===== src/rtl/div_ratio_ctrl.sv =====
// Glitch-safe sequencer for the integer clock divider's ratio/enable inputs.
// Each update runs disable -> drain two old periods -> load ratio -> re-enable.
module div_ratio_ctrl #(
  parameter int          RATIO_W     = 8,
  parameter int unsigned RESET_RATIO = 1
) (
  input  logic               i_ref_clk,
  input  logic               i_rst,
  input  logic               i_cfg_valid,
  input  logic [RATIO_W-1:0] i_cfg_ratio,
  input  logic               i_cfg_en,
  output logic               o_cfg_ready,
  output logic               o_cfg_done,
  output logic               o_cfg_err,
  output logic [RATIO_W-1:0] o_div_ratio,
  output logic               o_clk_en,
  output logic               o_busy
);

  typedef enum logic [1:0] {
    IDLE  = 2'd0,
    DRAIN = 2'd1,
    LOAD  = 2'd2
  } state_t;

  localparam logic [RATIO_W-1:0] RST_RATIO = RATIO_W'(RESET_RATIO);
  localparam logic [RATIO_W:0]   CNT_ONE   = (RATIO_W+1)'(1);

  state_t             state_q, state_d;
  logic [RATIO_W:0]   cnt_q, cnt_d;
  logic [RATIO_W-1:0] ratio_lat_q, ratio_lat_d;
  logic               en_lat_q, en_lat_d;
  logic [RATIO_W-1:0] div_ratio_d;
  logic               clk_en_d, ready_d, done_d, err_d, busy_d;

  logic accept;
  assign accept = i_cfg_valid && o_cfg_ready;

  always_comb begin
    // NOTE: every signal gets a default first, so no path through the case leaves one unassigned (no latches).
    state_d     = state_q;
    cnt_d       = cnt_q;
    ratio_lat_d = ratio_lat_q;
    en_lat_d    = en_lat_q;
    div_ratio_d = o_div_ratio;
    clk_en_d    = o_clk_en;
    done_d      = 1'b0;
    err_d       = 1'b0;

    case (state_q)
      IDLE: begin
        if (accept) begin
          if (i_cfg_ratio == '0) begin
            err_d = 1'b1;
          end else begin
            ratio_lat_d = i_cfg_ratio;
            en_lat_d    = i_cfg_en;
            if (o_clk_en) begin
              // Two old periods, counted down to zero: 2R-1 .. 0 is 2R cycles.
              clk_en_d = 1'b0;
              cnt_d    = {o_div_ratio, 1'b0} - CNT_ONE;
              state_d  = DRAIN;
            end else begin
              div_ratio_d = i_cfg_ratio;
              state_d     = LOAD;
            end
          end
        end
      end
      DRAIN: begin
        if (cnt_q == '0) begin
          div_ratio_d = ratio_lat_q;
          state_d     = LOAD;
        end else begin
          cnt_d = cnt_q - CNT_ONE;
        end
      end
      LOAD: begin
        clk_en_d = en_lat_q;
        done_d   = 1'b1;
        state_d  = IDLE;
      end
      default: state_d = IDLE;
    endcase

    // Ready/busy are registered copies of the next state so they align with it.
    ready_d = (state_d == IDLE);
    busy_d  = (state_d != IDLE);
  end

  always_ff @(posedge i_ref_clk or posedge i_rst) begin
    if (i_rst) begin
      state_q     <= IDLE;
      cnt_q       <= '0;
      ratio_lat_q <= '0;
      en_lat_q    <= 1'b0;
      o_div_ratio <= RST_RATIO;
      o_clk_en    <= 1'b0;
      o_cfg_ready <= 1'b1;
      o_cfg_done  <= 1'b0;
      o_cfg_err   <= 1'b0;
      o_busy      <= 1'b0;
    end else begin
      // NOTE: non-blocking assignments so every register samples pre-edge values.
      state_q     <= state_d;
      cnt_q       <= cnt_d;
      ratio_lat_q <= ratio_lat_d;
      en_lat_q    <= en_lat_d;
      o_div_ratio <= div_ratio_d;
      o_clk_en    <= clk_en_d;
      o_cfg_ready <= ready_d;
      o_cfg_done  <= done_d;
      o_cfg_err   <= err_d;
      o_busy      <= busy_d;
    end
  end

endmodule

===== config.mk =====
export PLATFORM = sky130hd
export DESIGN_NAME = div_ratio_ctrl
export DESIGN_NICKNAME = d
export VERILOG_FILES = /design/src/rtl/div_ratio_ctrl.sv
export SDC_FILE = /design/constraint.sdc
export NUM_CORES = 1
export LEC_CHECK = 0
export BUFFER_PORTS_ARGS = -buffer_cell sky130_fd_sc_hd__buf_2
export CELL_PAD_IN_SITES_DETAIL_PLACEMENT = 1
export CELL_PAD_IN_SITES_GLOBAL_PLACEMENT = 1
export CORE_MARGIN = 1
export CORE_UTILIZATION = 48
export CTS_CLUSTER_SIZE = 20
export DETAILED_ROUTE_END_ITERATION = 10
export PLACE_DENSITY_LB_ADDON = 0.1
export SYNTH_ARGS = -nofsm -noshare
export SYNTH_HDL_FRONTEND = slang
export SYNTH_SLANG_ARGS = --single-unit

===== constraint.sdc =====
create_clock -name i_ref_clk -period 3.9 [get_ports i_ref_clk]
set_input_delay 0.78 -clock i_ref_clk [delete_from_list [all_inputs] [get_ports i_ref_clk]]
set_output_delay 0.78 -clock i_ref_clk [all_outputs]
set_load 0.01 [all_outputs]

==> results of run 1 <==
-- logic make-up (layout without fill, tap and decap cells) --
logic type / after synthesis / after routing / share of synthesized area [%]
flip-flops: 33 / 33 / 46.04
XOR/XNOR: 4 / 4 / 1.948
AND/OR/NAND/NOR: 59 / 59 / 19.40
buffers and inverters: 15 / 44 / 3.199
multiplexers: 20 / 20 / 13.42
AO/OA/AOI/OAI: 36 / 36 / 14.60
adder cells (fa/ha/maj): 2 / 2 / 1.391
-- area by class of cell --
class                      instances  area, um2  area share (%)
multi-input combinational        121      913.4           44.30
tap                               46      57.56           2.791
clock buffer                       7      86.33           4.187
inverter                          11      41.29           2.002
timing repair buffer              26      135.1           6.553
sequential                        33      828.3           40.17
-- per-stage QoR --
step                      worst slack (ps)  area [um2]  instances  hold slack (ps)  total power [W]
after floorplan                       1719        1799        169            468.9         0.001268
after global placement                1479        1976        237            489.6         0.001479
after detailed placement              1403        1976        237            497.7         0.001537
after CTS                             1693        2062        244            511.8         0.001800
after global routing                  1600        2062        244            537.2         0.001912
final                                 1684        2062        244            511.3         0.001788
-- synth_stat cells, drive strengths merged --
master,n,share of area (%)
nand4,1,0.35
or2,1,0.35
buf,1,0.28
a31oi,4,1.4
a22oi,1,1.2
nand4bb,1,0.63
mux2i,5,2.8
nor2b,2,0.70
or4,2,0.83
nand2,21,4.4
o21ai,5,1.4
o21a,1,0.49
mux2,15,11
o21bai,1,0.42
or4b,1,0.76
nand2b,1,0.35
and4,1,0.49
a2bb2oi,1,0.49
o22ai,1,0.35
clkbuf,3,0.63
nor4b,1,0.49
xor2,3,1.5
inv,11,2.3
nor2,13,3.1
ha,2,1.4
o22a,2,0.97
dfrtp,31,43
dfstp,2,2.9
o31a,1,0.49
o31ai,2,0.83
a211oi,1,0.42
a22o,2,0.97
a21bo,1,0.56
or3,1,0.35
a21oi,11,3.7
o221ai,1,0.49
nor3,6,1.7
xnor2,1,0.49
nand3,1,0.28
and3,1,0.35
a211o,1,0.49
nor4,4,3.9
nor3b,1,0.42
-- metal layers --
layer / vias up / global-route usage [%]
met5: - / 0
met2: 17 / 43.28
li1: 661 / -
met3: 6 / 5.435
met1: 709 / 30.90
met4: 0 / 6.534
-- cells in the final DEF, fill, tap and decap left out, drive strengths merged, types with 2 or more instances in the layout --
cell type,count
nor2,13
a21oi,11
nor4,4
o22a,2
mux2,15
or4,2
a31oi,4
o21ai,5
inv,11
nand2,21
xor2,3
ha,2
dfrtp,31
nor2b,2
nor3,6
o31ai,2
buf,26
a22o,2
dfstp,2
clkbuf,7
mux2i,5
-- critical path, stage by stage --
cell     delay (ps)
buf_2           130
nor4_4          460
a21oi_4         190
a22oi_4         460
mux2_4          350
-- power by group --
group | total (W) | internal (W) | switching [W]
clock network | 0.000259 | 0.000140 | 0.000119
logic | 0.000830 | 0.000394 | 0.000435
registers | 0.000700 | 0.000519 | 0.000181
-- state kept, by name (all words and copies together), names as in the netlist --
register / count
o_cfg_ready: 1
o_busy: 1
state_q: 2
o_cfg_err: 1
en_lat_q: 1
ratio_lat_q: 8
o_div_ratio: 8
o_cfg_done: 1
o_clk_en: 1
cnt_q: 9
-- path summary, 6_finish.rpt --
kind                                            from                    endpoint  slack, ps
min in group asynchronous                      i_rst        state_q[0]$_DFF_PP0_        580
worst min register to register  en_lat_q$_DFFE_PP0P_        o_clk_en$_DFFE_PP0P_        510
max in group asynchronous                      i_rst       o_cfg_ready$_DFF_PP1_       2980
worst max register to register  cnt_q[0]$_DFFE_PP0P_  o_div_ratio[4]$_DFFE_PP0P_       1700
worst max-delay path                  i_cfg_ratio[5]  o_div_ratio[4]$_DFFE_PP0P_       1680
worst min-delay path            en_lat_q$_DFFE_PP0P_        o_clk_en$_DFFE_PP0P_        510
==> results_dict.tcl, run 1 <==
set metrics [dict create \
    wl_met2_mm 2.298 \
    ant_nets 0 \
    synth_fp_nets 183 \
    cp-start-kind "input pin" \
    grt_pass1_vias 1489 \
    drtPass1Iterations 4 \
    hold_path.class "register to register" \
    slew_headroom_pct 40.49 \
    setup_violations 0 \
    gp_congestion 0.8153 \
    num_vias 1393 \
    post_cts_resized 0 \
    die_w_um 63.23 \
    ys_types 49 \
    area_growth_pct 14.60 \
    drc 0 \
    wl_per_cell_um 17.94 \
    tns_ps 0 \
    die-area_um2 3997 \
    grt_max_degree 34 \
    grt_use_total_pct 24.82 \
    path_class "input pin to register" \
    ir_drop_mv 0.4256 \
    r2r_cells 6 \
    status "complete, no violations" \
    rows 21 \
    viasPerCell 5.709 \
    syn_area_per_cell_um2 10.65 \
    overflow 0 \
    dr_wl_met3_um 88 \
    power_density_nw_per_um2 867.2 \
    clkSlewWorstSetupHoldPaths_ps 60 \
    final_nets 212 \
    layout-drive-gt1-share_pct 30.30 \
    finalCriticalPeriod_ps 2216 \
    die_h_um 63.23 \
    critPathRequiredTime_ps 4060 \
    tightest_slew_ps 890.7 \
    antenna_cells 0 \
    drv_cap 0 \
    clock-sinks 33 \
    path_max_fanout 10 \
    initial_core_util_pct 51.88 \
    cts_root_buffer "clkbuf_8" \
    met1Wirelength_mm 1.941 \
    hold_violations 0 \
    pin_count 25 \
    post-route-util_pct 59.45 \
    fillerInstances 405 \
    ctsHoldBuffers 0 \
    worstPathArrival_ps 2380 \
    clk_path_buf_depth 2 \
    drv_slew 0 \
    period_share_pct 56.82 \
    power_leakage_nw 1.003 \
    worst_setup_path_end_kind "register" \
    yosys_warnings 0 \
    cts_buffers 5 \
    cts_tree "done" \
    ys_seq_area_share_pct 46.04 \
    clk_latency_ps 290 \
    antenna_found_initial 0 \
    coreArea_um2 3468 \
    maxClockFrequency_mhz 451.3 \
    skew_ps 11.39 \
    synth_area_um2 1799 \
    top_layer "met4" \
    grt_setup_unrepaired "no" \
    grt_pass1_wl_mm 7.327 \
    worstHoldPathCells 1 \
    ys_ff_latch 33 \
    io_buffer_count 24 \
    syn_inst 169 \
    drt_iter0_drc 82 \
    postCtsSetupRepairBufs 0 \
    place_hpwl_mm 3.336 \
    htree_levels 2 \
    wl_mm 4.378 \
]
Note: power is estimated with default switching activity, not from simulation.
==> run 2, diff against run 1 <==
Settings changed: ABC_AREA set to 1, CORE_UTILIZATION 48 to 37.
Clock period 3.9 ns to 1.83 ns, I/O delays scaled along.
==> results_dict.tcl, run 2 <==
set metrics [dict create \
    status "complete, no violations" \
    fin_ws_ps 176.3 \
    ant_nets 0 \
    async_flop_share_pct 100.0 \
    num_vias 1725 \
    clock-sinks 33 \
    clkSlewWorstSetupHoldPaths_ps 70 \
    synth-edff-count 0 \
    viasPerCell 4.846 \
    cp-start-kind "register" \
    yosysMostFrequentCell "nand2_1" \
    yosysTopAreaCellShare_pct 40.55 \
    yosys.area.top_type "dfrtp_1" \
    wl_mm 4.707 \
    drt_iter0_drc 29 \
    finalCriticalPeriod_ps 1654 \
    hold_path.class "input pin to async pin" \
    final_cell_mix "nand2_1 (92), dfrtp_1 (31), inv_1 (29), nand3_1 (26), buf_2 (24)" \
    cts_buffers 5 \
    ff2ff_setup_slack_ps 180 \
    power_leakage_nw 1.197 \
    antenna_cells 0 \
    rows 25 \
    drv_slew 0 \
    post-route-util_pct 46.14 \
    maxClockFrequency_mhz 604.7 \
    ys_types 25 \
    io_buffer_count 24 \
    clk_path_buf_depth 2 \
    gp_congestion 0.7800 \
    area_growth_pct 16.94 \
    path_class "register to register" \
    hold_violations 0 \
    die_w_um 73.91 \
    overflow 0 \
    ys.flop_type "dfrtp_1" \
    synth_fp_nets 271 \
    ys_ff_latch 33 \
    htree_levels 2 \
    layout_commonest_cell "nand2_1" \
    largestRegisters "cnt_q (9), o_div_ratio (8), ratio_lat_q (8)" \
    layout-drive-gt1-share_pct 19.03 \
    pin_count 25 \
    cts_tree "done" \
    path_max_fanout 5 \
    postCtsSetupRepairBufs 0 \
    die-area_um2 5462 \
    place_hpwl_mm 3.493 \
    synth_area_um2 1913 \
    cts_root_buffer "clkbuf_8" \
    yosys-top-cells-area "dfrtp_1 (41%), nand2_1 (18%), nand3_1 (6.8%), inv_1 (5.7%), o21ai_1 (4.7%)" \
    critPathRequiredTime_ps 2050 \
    power_density_nw_per_um2 1681 \
    ys_seq_area_share_pct 43.30 \
    coreArea_um2 4848 \
    skew_ps 3.930 \
    die_h_um 73.91 \
    drc 0 \
    antenna_found_initial 0 \
    syn_inst 257 \
    setup_violations 0 \
    syn_area_per_cell_um2 7.444 \
    slew_headroom_pct 71.00 \
    grt_max_degree 34 \
    grt_use_total_pct 19.27 \
    worstPathArrival_ps 1880 \
    final_nets 302 \
    wl_per_cell_um 13.22 \
    tightest_slew_ps 435.0 \
    grt_setup_unrepaired "no" \
    dp_slack_ps 155.3 \
    initial_core_util_pct 39.46 \
    yosys_warnings 0 \
    worst_setup_path_end_kind "register" \
    grt_pass1_wl_mm 7.941 \
    largest_reg_flops 9 \
    ir_drop_mv 0.6023 \
    fin_hold_ws_ps 156.7 \
    synth_common_cells "nand2_1 (92), dfrtp_1 (31), inv_1 (29)" \
    period_share_pct 90.36 \
    drv_cap 0 \
    top_register "cnt_q" \
    clk_latency_ps 280 \
    grt_pass1_vias 1650 \
    tns_ps 0 \
    drtPass1Iterations 4 \
]
==> run 2: changes by cell type in the layout (fill, tap and decap cells not counted), sizes merged, moves of 4 or more <==
cell / previous run / this run
nand4: 1 / 6
nand2: 21 / 95
a31oi: 4 / 0
a21oi: 11 / 0
nor4: 4 / 0
nor2: 13 / 25
nand3: 1 / 29
mux2i: 5 / 0
o21ai: 5 / 25
nor3: 6 / 1
mux2: 15 / 0
inv: 11 / 33
==> run 2: metrics by stage <==
step                std cells  total power [W]  instance area [um2]
floorplan                 257         0.002542                 1913
global placement          346         0.003004                 2091
detailed placement        346         0.003035                 2091
CTS                       354         0.003792                 2211
global route              356         0.004132                 2237
finish                    356         0.003762                 2237
==> run 2: routing by layer <==
| layer | wire [um] | vias to the layer above | track usage (%) |
|---|---|---|---|
| li1 | - | 878 | - |
| met5 | 0 | - | 0 |
| met3 | 137 | 5 | 3.978 |
| met2 | 2201 | 26 | 30.00 |
| met1 | 2322 | 816 | 27.42 |
| met4 | 45 | 0 | 4.487 |
==> run 2: final timing paths <==
kind / startpoint / endpoint / cells after the start
setup / recovery: cnt_q[0]$_DFFE_PP0P_ / o_div_ratio[5]$_DFFE_PP0P_ / 10
hold / removal: i_rst / cnt_q[1]$_DFFE_PP0P_ / 3
setup reg to reg: cnt_q[0]$_DFFE_PP0P_ / o_div_ratio[5]$_DFFE_PP0P_ / 10
hold reg to reg: en_lat_q$_DFFE_PP0P_ / o_clk_en$_DFFE_PP0P_ / 2
max in group asynchronous: i_rst / o_div_ratio[0]$_DFFE_PP1P_ / 3
min in group i_ref_clk: i_cfg_en / en_lat_q$_DFFE_PP0P_ / 3
==> run 2: repair_timing <==
action	CTS	global route
setup endpoints to repair	0	8
hold buffers	0	0
resized for setup	0	3
endpoints found under the hold margin	0	0
==> run 2: power breakdown <==
part           total (W)  internal [W]  switching [W]
Sequential       0.00137       0.00107       0.000293
Combinational    0.00167      0.000603        0.00107
Clock           0.000726      0.000443       0.000283
==> run 2: logic make-up after synthesis <==
group | after synthesis | synth area share (%)
adders and majority gates | 2 | 1.308
and+or+nand+nor | 155 | 37.87
xor gates and xnor gates | 4 | 1.832
DFF | 33 | 43.30
buffers and inverters | 37 | 8.764
AOI/OAI and AO/OA | 26 | 6.933
==> run 2: worst max-delay path, stage by stage (launching register included) <==
cell	delay [ps]
dfrtp_1	400
inv_1	120
ha_2	220
nand2_1	90
nor2_2	140
nand2_1	110
nor2_4	140
nand3_4	120
nand2_4	110
nand2_1	80
nand2_1	70
==> run 2: final cells by class <==
class,count,area [um2]
clock buffers,6,82.58
inverters,33,126.4
multi-input cells,189,943.4
well taps,67,83.83
clock inverters,2,37.54
fillers,632,2611
flip-flops and latches,33,828.3
repair buffers,26,135.1
